<file path="src/rtl/alu_issuer.sv">
// Issues one ALU operation at a time: registers the operands onto the ALU drive,
// waits LAT settle cycles, captures the result and NZCV flags, then handshakes the response.
module alu_issuer #(
    parameter int LAT = 1
) (
    input  logic        clk,
    input  logic        rst_n,
    input  logic        req_valid,
    output logic        req_ready,
    input  logic [3:0]  req_op,
    input  logic [31:0] req_a,
    input  logic [31:0] req_b,
    input  logic        req_cin,
    input  logic        req_setflags,
    output logic [31:0] alu_a,
    output logic [31:0] alu_b,
    output logic [3:0]  alu_op,
    output logic        alu_cin,
    input  logic [31:0] alu_result,
    input  logic        alu_cout,
    input  logic        alu_zero,
    output logic        rsp_valid,
    input  logic        rsp_ready,
    output logic [31:0] rsp_result,
    output logic [3:0]  flags
);

    localparam logic [3:0] OP_AND = 4'b0000;
    localparam logic [3:0] OP_SUB = 4'b0010;
    localparam logic [3:0] OP_ADD = 4'b0100;
    localparam logic [3:0] OP_ADC = 4'b0101;
    localparam logic [3:0] LAT_L  = 4'(LAT);

    typedef enum logic [1:0] {IDLE, DRIVE, RESP} state_t;

    state_t      state_q, state_d;
    logic [3:0]  cnt_q, cnt_d;
    logic [31:0] alu_a_q, alu_a_d;
    logic [31:0] alu_b_q, alu_b_d;
    logic [3:0]  alu_op_q, alu_op_d;
    logic        alu_cin_q, alu_cin_d;
    logic        setflags_q, setflags_d;
    logic [31:0] rsp_result_q, rsp_result_d;
    logic [3:0]  flags_q, flags_d;
    logic        v_add, v_sub;

    // Overflow is judged against the operands actually driven onto the ALU.
    assign v_add = (alu_a_q[31] == alu_b_q[31]) && (alu_result[31] != alu_a_q[31]);
    assign v_sub = (alu_a_q[31] != alu_b_q[31]) && (alu_result[31] != alu_a_q[31]);

    always_comb begin
        state_d      = state_q;
        cnt_d        = cnt_q;
        alu_a_d      = alu_a_q;
        alu_b_d      = alu_b_q;
        alu_op_d     = alu_op_q;
        alu_cin_d    = alu_cin_q;
        setflags_d   = setflags_q;
        rsp_result_d = rsp_result_q;
        flags_d      = flags_q;
        case (state_q)
            IDLE: begin
                if (req_valid) begin
                    alu_a_d    = req_a;
                    alu_b_d    = req_b;
                    alu_op_d   = req_op;
                    alu_cin_d  = (req_op == OP_ADC) ? flags_q[1] : req_cin;
                    setflags_d = req_setflags;
                    cnt_d      = LAT_L;
                    state_d    = DRIVE;
                end
            end
            DRIVE: begin
                cnt_d = cnt_q - 4'd1;
                if (cnt_q <= 4'd1) begin
                    cnt_d        = 4'd0;
                    rsp_result_d = alu_result;
                    state_d      = RESP;
                    if (setflags_q) begin
                        flags_d[3] = alu_result[31];
                        flags_d[2] = alu_zero;
                        flags_d[1] = alu_cout;
                        case (alu_op_q)
                            OP_ADD, OP_ADC: flags_d[0] = v_add;
                            OP_SUB:         flags_d[0] = v_sub;
                            default:        flags_d[0] = flags_q[0];
                        endcase
                    end
                end
            end
            RESP: begin
                if (rsp_ready) begin
                    state_d = IDLE;
                end
            end
            default: state_d = IDLE;
        endcase
    end

    always_ff @(posedge clk or negedge rst_n) begin
        if (!rst_n) begin
            state_q      <= IDLE;
            cnt_q        <= 4'd0;
            alu_a_q      <= 32'd0;
            alu_b_q      <= 32'd0;
            alu_op_q     <= OP_AND;
            alu_cin_q    <= 1'b0;
            setflags_q   <= 1'b0;
            rsp_result_q <= 32'd0;
            flags_q      <= 4'd0;
        end else begin
            state_q      <= state_d;
            cnt_q        <= cnt_d;
            alu_a_q      <= alu_a_d;
            alu_b_q      <= alu_b_d;
            alu_op_q     <= alu_op_d;
            alu_cin_q    <= alu_cin_d;
            setflags_q   <= setflags_d;
            rsp_result_q <= rsp_result_d;
            flags_q      <= flags_d;
        end
    end

    assign req_ready  = (state_q == IDLE);
    assign rsp_valid  = (state_q == RESP);
    assign alu_a      = alu_a_q;
    assign alu_b      = alu_b_q;
    assign alu_op     = alu_op_q;
    assign alu_cin    = alu_cin_q;
    assign rsp_result = rsp_result_q;
    assign flags      = flags_q;

endmodule

</file>
<file path="config.mk">
export PLATFORM = sky130hd
export DESIGN_NAME = alu_issuer
export DESIGN_NICKNAME = d
export VERILOG_FILES = /design/src/rtl/alu_issuer.sv
export SDC_FILE = /design/constraint.sdc
export NUM_CORES = 1
export LEC_CHECK = 0
export CAP_MARGIN = 40
export CORE_AREA = 5 5 111 113
export DETAILED_ROUTE_END_ITERATION = 8
export DIE_AREA = 0 0 116 118
export PLACE_DENSITY = 0.83
export SLEW_MARGIN = 20
export SYNTH_ARGS = -nofsm -noshare
export SYNTH_HDL_FRONTEND = slang
export SYNTH_SLANG_ARGS = --single-unit
</file>
<file path="constraint.sdc">
create_clock -name clk -period 2.1 [get_ports clk]
set_clock_uncertainty 0.1 [all_clocks]
set_input_delay 0.315 -clock clk [delete_from_list [all_inputs] [get_ports clk]]
set_output_delay 0.315 -clock clk [all_outputs]
set_load 0.02 [all_outputs]
</file>
==> results of run 1 <==
==> area by class of cell <==
type                       instances  share of cell area, %
clock inverter                     4                  0.993
clock buffer                      11                   3.30
inverter                           3                  0.160
tap                              143                   2.54
timing repair buffer             222                   32.4
multi-input combinational        144                   20.9
sequential                       112                   39.7
==> kinds of logic (layout without fill, tap and decap cells) <==
group	count (synthesis)	count (layout)
flip-flops	112	112
multiplexers	109	109
AND/OR/NAND/NOR	23	23
buffers and inverters	14	240
AO/OA/AOI/OAI	9	9
adder cells (fa/ha/maj)	2	2
XOR/XNOR	1	1
==> state kept, by name, indices dropped and copies added, names as in the netlist <==
| signal | cells |
|---|---|
| alu_a | 32 |
| cnt_q | 4 |
| alu_op | 4 |
| alu_cin | 1 |
| setflags_q | 1 |
| flags | 4 |
| rsp_result | 32 |
| state_q | 2 |
| alu_b | 32 |
==> metrics by stage <==
step | cells | utilization (%)
2_1_floorplan | 270 | -
3_3_place_gp | 621 | 59.7
3_5_place_dp | 621 | 59.7
4_1_cts | 637 | 62.5
5_1_grt | 639 | 62.9
6_report | 639 | 62.9
==> per-layer routing <==
| layer | routed length (microns) | vias up | track usage (%) | part of all wire (%) |
|---|---|---|---|---|
| met2 | 6100 | 127 | 29.7 | 53 |
| met3 | 947 | 27 | 5.24 | 8.2 |
| met1 | 4140 | 1518 | 19.3 | 36 |
| met4 | 368 | 0 | 7.98 | 3.2 |
| met5 | 0 | - | 0 | 0 |
| li1 | - | 1405 | - | - |
==> power groups by stage <==
stage | combinational (mW) | sequential (mW) | clock [mW]
5_1_grt | 6.60 | 4.10 | 1.92
2_1_floorplan | 2.02 | 5.17 | 0
3_3_place_gp | 6.07 | 3.89 | 0
6_report | 6.24 | 3.93 | 1.76
3_5_place_dp | 6.22 | 3.98 | 0
4_1_cts | 6.25 | 3.95 | 1.83
==> repair_timing <==
action / CTS / global route
buffers inserted: 0 / 1
hold buffers: 1 / 0
resized for setup: 0 / 2
endpoints found under the hold margin: 27 / 0
endpoints found under the setup margin: 0 / 4
==> Yosys cell counts <==
master	number	area (sq um)
nor2_1	4	15.0
buf_2	8	40.0
nor4b_1	1	8.76
nor2b_1	2	12.5
mux2i_1	4	40.0
a32o_1	1	10.0
nor3_1	2	10.0
a21oi_1	2	10.0
a22oi_1	1	7.51
mux2_2	105	1180
nor4bb_1	2	20.0
and2_1	1	6.26
o31ai_1	1	7.51
o21bai_1	1	7.51
buf_4	3	22.5
nand2_1	4	15.0
dfrtp_1	112	2800
xnor2_1	1	8.76
and4bb_2	1	12.5
ha_1	2	25.0
or3_1	2	12.5
inv_1	3	11.3
a21o_1	2	15.0
o21ai_0	1	5.00
nor4_4	1	21.3
nand2b_1	3	18.8
==> worst register-to-register path, cell delays in order (launching register included) <==
cell      delay [ps]
dfrtp_1          390
inv_1            110
ha_1             200
nor2_1           100
nor4_4           200
buf_4            180
and4bb_2         230
mux2_2           330
==> cells in the final DEF, fill, tap and decap left out, drive strengths merged <==
master         netlist  final
o21bai               1      1
nor2b                2      2
bufinv               0      2
a21oi                2      2
clkdlybuf4s50        0    211
or3                  2      2
dlymetal6s2s         0      2
nor3                 2      2
dfrtp              112    112
dlygate4sd3          0      1
clkbuf               0     12
ha                   2      2
inv                  3      3
nor4b                1      1
a32o                 1      1
nor4                 1      1
a21o                 2      2
nor4bb               2      2
xnor2                1      1
clkinv               0      2
a22oi                1      1
and2                 1      1
buf                 11      7
mux2               105    105
and4bb               1      1
nand2                4      4
mux2i                4      4
nand2b               3      3
nor2                 4      4
o31ai                1      1
o21ai                1      1
==> how the worst max path moves through the flow <==
| stage | to | cells after the start | slack, ps |
|---|---|---|---|
| 6_report | flags[0]$_DFFE_PN0P_ | 7 | 140 |
| 5_1_grt | flags[0]$_DFFE_PN0P_ | 7 | -4 |
| 4_1_cts | rsp_valid | 2 | 30 |
| 3_5_place_dp | rsp_result[18]$_DFFE_PN0P_ | 6 | 130 |
| 3_3_place_gp | rsp_result[18]$_DFFE_PN0P_ | 6 | 220 |
| 2_1_floorplan | flags[0]$_DFFE_PN0P_ | 6 | 200 |
==> results.sh, run 1 <==
export IMPL_status="complete, no violations"
export IMPL_syn_area_per_cell_sq_um=16.1
export IMPL_fin_ws_ps=136
export IMPL_p_int_mw=7.74
export IMPL_cp_top_family="simple AND/OR/NAND/NOR gates"
export IMPL_design_area_sq_um=7060
export IMPL_synth_top_family_by_area="multiplexers"
export IMPL_fin_crit_sh_pct=93.5
export IMPL_htreeDepth=3
export IMPL_p_leak_nw=2.93
export IMPL_synth_cells=270
export IMPL_path_clk_slew_ps=70
export IMPL_end_kind="flip-flop"
export IMPL_routed_wirelength_microns=11600
export IMPL_swShare_pct=35.1
export IMPL_crit_start="cnt_q[0]$_DFFE_PN0P_"
export IMPL_placedInstanceArea_sq_um=6710
export IMPL_cts_tree="done"
export IMPL_cp_num_buf_inv=2
export IMPL_dp_hpwl_microns=8850
export IMPL_vias_per_cell=4.82
export IMPL_timing_hold_ws_ps=368
export IMPL_gp_congestion=0.726
export IMPL_num_rows=39
export IMPL_crit_path_max_incr_delay_ps=390
export IMPL_area_growth_pct=62.3
export IMPL_num_fill_cells=862
export IMPL_crit_chain="inv_1 > ha_1 > nor2_1 > nor4_4 > buf_4 > and4bb_2 > mux2_2"
export IMPL_cp_arrival_ps=2080
export IMPL_core_sq_um=11200
export IMPL_ys_warn_count=0
export IMPL_synth_mux_area_share_pct=28.1
export IMPL_p_seq_share_pct=32.9
export IMPL_cts_made_buffers=9
export IMPL_r2r_setup_slack_ps=140
export IMPL_post_route_drc_count=0
export IMPL_drtPass1Iterations=4
export IMPL_cts_sinks=112
export IMPL_grt_use_total_pct=17.3
export IMPL_start_kind="flip-flop"
export IMPL_critical_path_class="flip-flop to flip-flop"
export IMPL_finalPower_mw=11.9
export IMPL_drive_gt1_share_pct=26.0
export IMPL_cp_data_required_time_ps=2220
export IMPL_syn_area_sq_um=4350
export IMPL_die_x_microns=116
export IMPL_nets=602
export IMPL_finalHoldViolCount=0
export IMPL_io_pins=215
export IMPL_via_count=3077
export IMPL_chipHeight_microns=118
export IMPL_r2r_start="cnt_q[0]$_DFFE_PN0P_"
export IMPL_synthDistinctLibCells=26
export IMPL_max_slew_margin_rel_pct=70.6
export IMPL_cp_slowest_cell="dfrtp_1"
export IMPL_synth_xor_area_share_pct=0.201
export IMPL_synth_nets=380
export IMPL_fp_dieArea_sq_um=13700
export IMPL_synth_simple_area_share_pct=3.51
export IMPL_fmaxAchievable_mhz=509
export IMPL_start_util_pct=38.7
export IMPL_grt_max_degree=47
export IMPL_worstPathMaxFanout=4
export IMPL_slew_viol_final=0
export IMPL_synth_compound_area_share_pct=1.44
export IMPL_antenna_found_initial=0
export IMPL_grt_pass1_vias=3473
export IMPL_multi_input_area_sq_um=1470
export IMPL_combPwrFrac_pct=52.3
export IMPL_io_buffers=214
export IMPL_diodes=0
export IMPL_cts_root_buffer="clkbuf_16"
export IMPL_ys_seq_elements=112
export IMPL_seq_area_frac_synth_pct=64.5
export IMPL_power_density_nw_per_um2=1690
export IMPL_ff2ff_path_depth=7
export IMPL_tns_ps=0
export IMPL_max_vdd_ir_drop_uv=777
export IMPL_fin_crit_ps=1960
export IMPL_regArea_sq_um=2800
export IMPL_maxCapViolCount=0
export IMPL_final_antenna_net_count=0
export IMPL_dpl_worst_slack_ps=134
export IMPL_clock_path_buffers=2
export IMPL_synth_fa_ha_area_share_pct=0.576
export IMPL_setup_viol=0
export IMPL_worst_slew_pin_slew_ps=436
export IMPL_grt_first_pass_wirelength_microns=18400
export IMPL_p_sw_mw=4.19
export IMPL_worstReg2RegEnd="flags[0]$_DFFE_PN0P_"
export IMPL_hold_path_class="primary input to asynchronous set/reset pin"
export IMPL_clock_power_share_pct=14.8
export IMPL_wire_per_inst_microns=18.1
export IMPL_grt_remaining_overflow=0
export IMPL_clk_latency_ps=340
export IMPL_drtIter0Drc=52
(Power assumes the default switching activity.)
==> inputs of run 2 (changes only) <==
--- a/config.mk
+++ b/config.mk
@@ -6,11 +6,12 @@
 export NUM_CORES = 1
 export LEC_CHECK = 0
 export CAP_MARGIN = 40
-export CORE_AREA = 5 5 111 113
+export CORE_AREA = 5 5 95 132
 export DETAILED_ROUTE_END_ITERATION = 8
-export DIE_AREA = 0 0 116 118
+export DIE_AREA = 0 0 100 137
 export PLACE_DENSITY = 0.83
 export SLEW_MARGIN = 20
 export SYNTH_ARGS = -nofsm -noshare
 export SYNTH_HDL_FRONTEND = slang
 export SYNTH_SLANG_ARGS = --single-unit
+export TNS_END_PERCENT = 100
==> constraint.sdc (replaced) <==
create_clock -name clk -period 2.31 [get_ports clk]
set_clock_uncertainty 0.1 [all_clocks]
set_input_delay 0.3465 -clock clk [delete_from_list [all_inputs] [get_ports clk]]
set_output_delay 0.3465 -clock clk [all_outputs]
set_load 0.02 [all_outputs]
==> run 2 against run 1 <==
Net effect:
- combinational power is 11% lower
- critical path depth is 5 lower
- final area is 0.82% lower
- utilization is 0.51 points lower
- critical endpoint is now rsp_valid
- first-iteration DRC count is 3.8% lower
- global-route usage is 0.39 points lower
- clock-buffer cell count stayed put
- highest routed layer is now met5
- non-clock buffer count stayed put
==> results.sh, run 2 (same netlist as run 1, synthesis figures left out) <==
export IMPL_num_fill_cells=889
export IMPL_maxCapViolCount=0
export IMPL_cts_tree="done"
export IMPL_clock_path_buffers=2
export IMPL_die_x_microns=100
export IMPL_vias_per_cell=4.81
export IMPL_worstPathMaxFanout=7
export IMPL_max_vdd_ir_drop_uv=788
export IMPL_end_kind="output pin"
export IMPL_ff2ff_path_depth=6
export IMPL_wire_per_inst_microns=17.8
export IMPL_worstReg2RegEnd="rsp_result[20]$_DFFE_PN0P_"
export IMPL_cts_root_buffer="clkbuf_16"
export IMPL_max_slew_margin_rel_pct=65.9
export IMPL_fmaxAchievable_mhz=468
export IMPL_drtIter0Drc=50
export IMPL_setup_viol=0
export IMPL_hold_path_class="primary input to asynchronous set/reset pin"
export IMPL_start_kind="flip-flop"
export IMPL_final_core_util_pct=62.4
export IMPL_cp_arrival_ps=1690
export IMPL_critical_path_class="flip-flop to output pin"
export IMPL_grt_first_pass_wirelength_microns=17900
export IMPL_start_util_pct=38.7
export IMPL_fin_crit_sh_pct=92.5
export IMPL_clk_latency_ps=340
export IMPL_io_pins=215
export IMPL_cp_data_required_time_ps=1860
export IMPL_post_route_drc_count=0
export IMPL_drtPass1Iterations=4
export IMPL_grt_max_degree=48
export IMPL_num_rows=46
export IMPL_mostFrequentLayoutCell="clkdlybuf4s50_1"
export IMPL_final_cell_mix="213 x clkdlybuf4s50_1, 112 x dfrtp_1, 105 x mux2_2, 9 x clkbuf_16, 5 x buf_4"
export IMPL_nets=602
export IMPL_core_sq_um=11200
export IMPL_diodes=0
export IMPL_p_leak_nw=2.88
export IMPL_fin_crit_ps=2140
export IMPL_final_antenna_net_count=0
export IMPL_r2r_start="cnt_q[0]$_DFFE_PN0P_"
export IMPL_grt_use_total_pct=16.9
export IMPL_cts_made_buffers=9
export IMPL_tns_ps=0
export IMPL_grt_pass1_vias=3505
export IMPL_status="complete, no violations"
export IMPL_routed_wirelength_microns=11400
export IMPL_dp_hpwl_microns=9080
export IMPL_power_density_nw_per_um2=1510
export IMPL_grt_remaining_overflow=0
export IMPL_finalHoldViolCount=0
export IMPL_rsz0062_at_grt="no"
export IMPL_path_clk_slew_ps=70
export IMPL_io_buffers=214
export IMPL_worst_slew_pin_slew_ps=505
export IMPL_via_count=3086
export IMPL_area_growth_pct=60.9
export IMPL_drive_gt1_share_pct=26.6
export IMPL_antenna_found_initial=1
export IMPL_r2r_setup_slack_ps=230
export IMPL_slew_viol_final=0
export IMPL_gp_congestion=0.744
export IMPL_cts_sinks=112
export IMPL_chipHeight_microns=137
export IMPL_fp_dieArea_sq_um=13700
export IMPL_htreeDepth=3
==> run 2: how the worst max path moves through the flow <==
stage | from | endpoint | slack [ps] | cells past startpoint
4_1_cts | state_q[1]$_DFFE_PN0P_ | rsp_valid | 160 | 2
3_5_place_dp | cnt_q[0]$_DFFE_PN0P_ | rsp_result[21]$_DFFE_PN0P_ | 230 | 6
3_3_place_gp | cnt_q[0]$_DFFE_PN0P_ | rsp_result[8]$_DFFE_PN0P_ | 330 | 6
6_report | state_q[1]$_DFFE_PN0P_ | rsp_valid | 170 | 2
2_1_floorplan | cnt_q[0]$_DFFE_PN0P_ | flags[0]$_DFFE_PN0P_ | 410 | 6
5_1_grt | state_q[1]$_DFFE_PN0P_ | rsp_valid | 90 | 2
==> run 2: cell type report <==
cell class	instances	area, sq um	area share, %
Timing Repair Buffer	222	2240	32.0
Inverter	3	11.3	0.161
Clock buffer	11	253	3.61
Multi-Input combinational cell	144	1470	21.0
Clock inverter	5	38.8	0.554
Tap cell	144	180	2.57
Sequential cell	112	2800	40.1
==> run 2: repair_timing <==
action / CTS / global route
gates resized for setup: 0 / 0
hold endpoints to repair: 29 / 0
setup buffers: 0 / 0
hold buffers: 1 / 0
==> run 2: through the flow <==
step / cells / hold WS (ps) / power, mW / instance area (sq um) / setup WS (ps)
2_1_floorplan: 270 / -49.1 / 6.54 / 4350 / 409
3_3_place_gp: 624 / 207 / 9.03 / 6700 / 331
3_5_place_dp: 624 / 210 / 9.23 / 6700 / 232
4_1_cts: 641 / 394 / 10.8 / 7000 / 161
5_1_grt: 641 / 426 / 11.2 / 7000 / 91.6
6_report: 641 / 377 / 10.6 / 7000 / 173
==> run 2: metal layers <==
layer  vias up  share of wire [%]  GRT usage (%)  wire length [microns]
met4         2                2.9           7.27                    330
met3        23                8.0           6.58                    915
met2       121                 57           31.5                   6530
li1       1404                  -              -                      -
met1      1536                 32           16.2                   3650
met5         -              0.096              0                     11
==> run 2: report_power, final <==
group	leakage [nW]	internal, mW	switching (mW)
Clock	0.143	0.799	0.694
Sequential	1.32	2.97	0.572
Combinational	1.42	3.04	2.52
Total	2.88	6.81	3.79
==> run 2: critical path, cell delays in order (launching register included) <==
cell and delay [ps]:
dfrtp_1 440, nor2b_1 250, clkdlybuf4s50_1 660
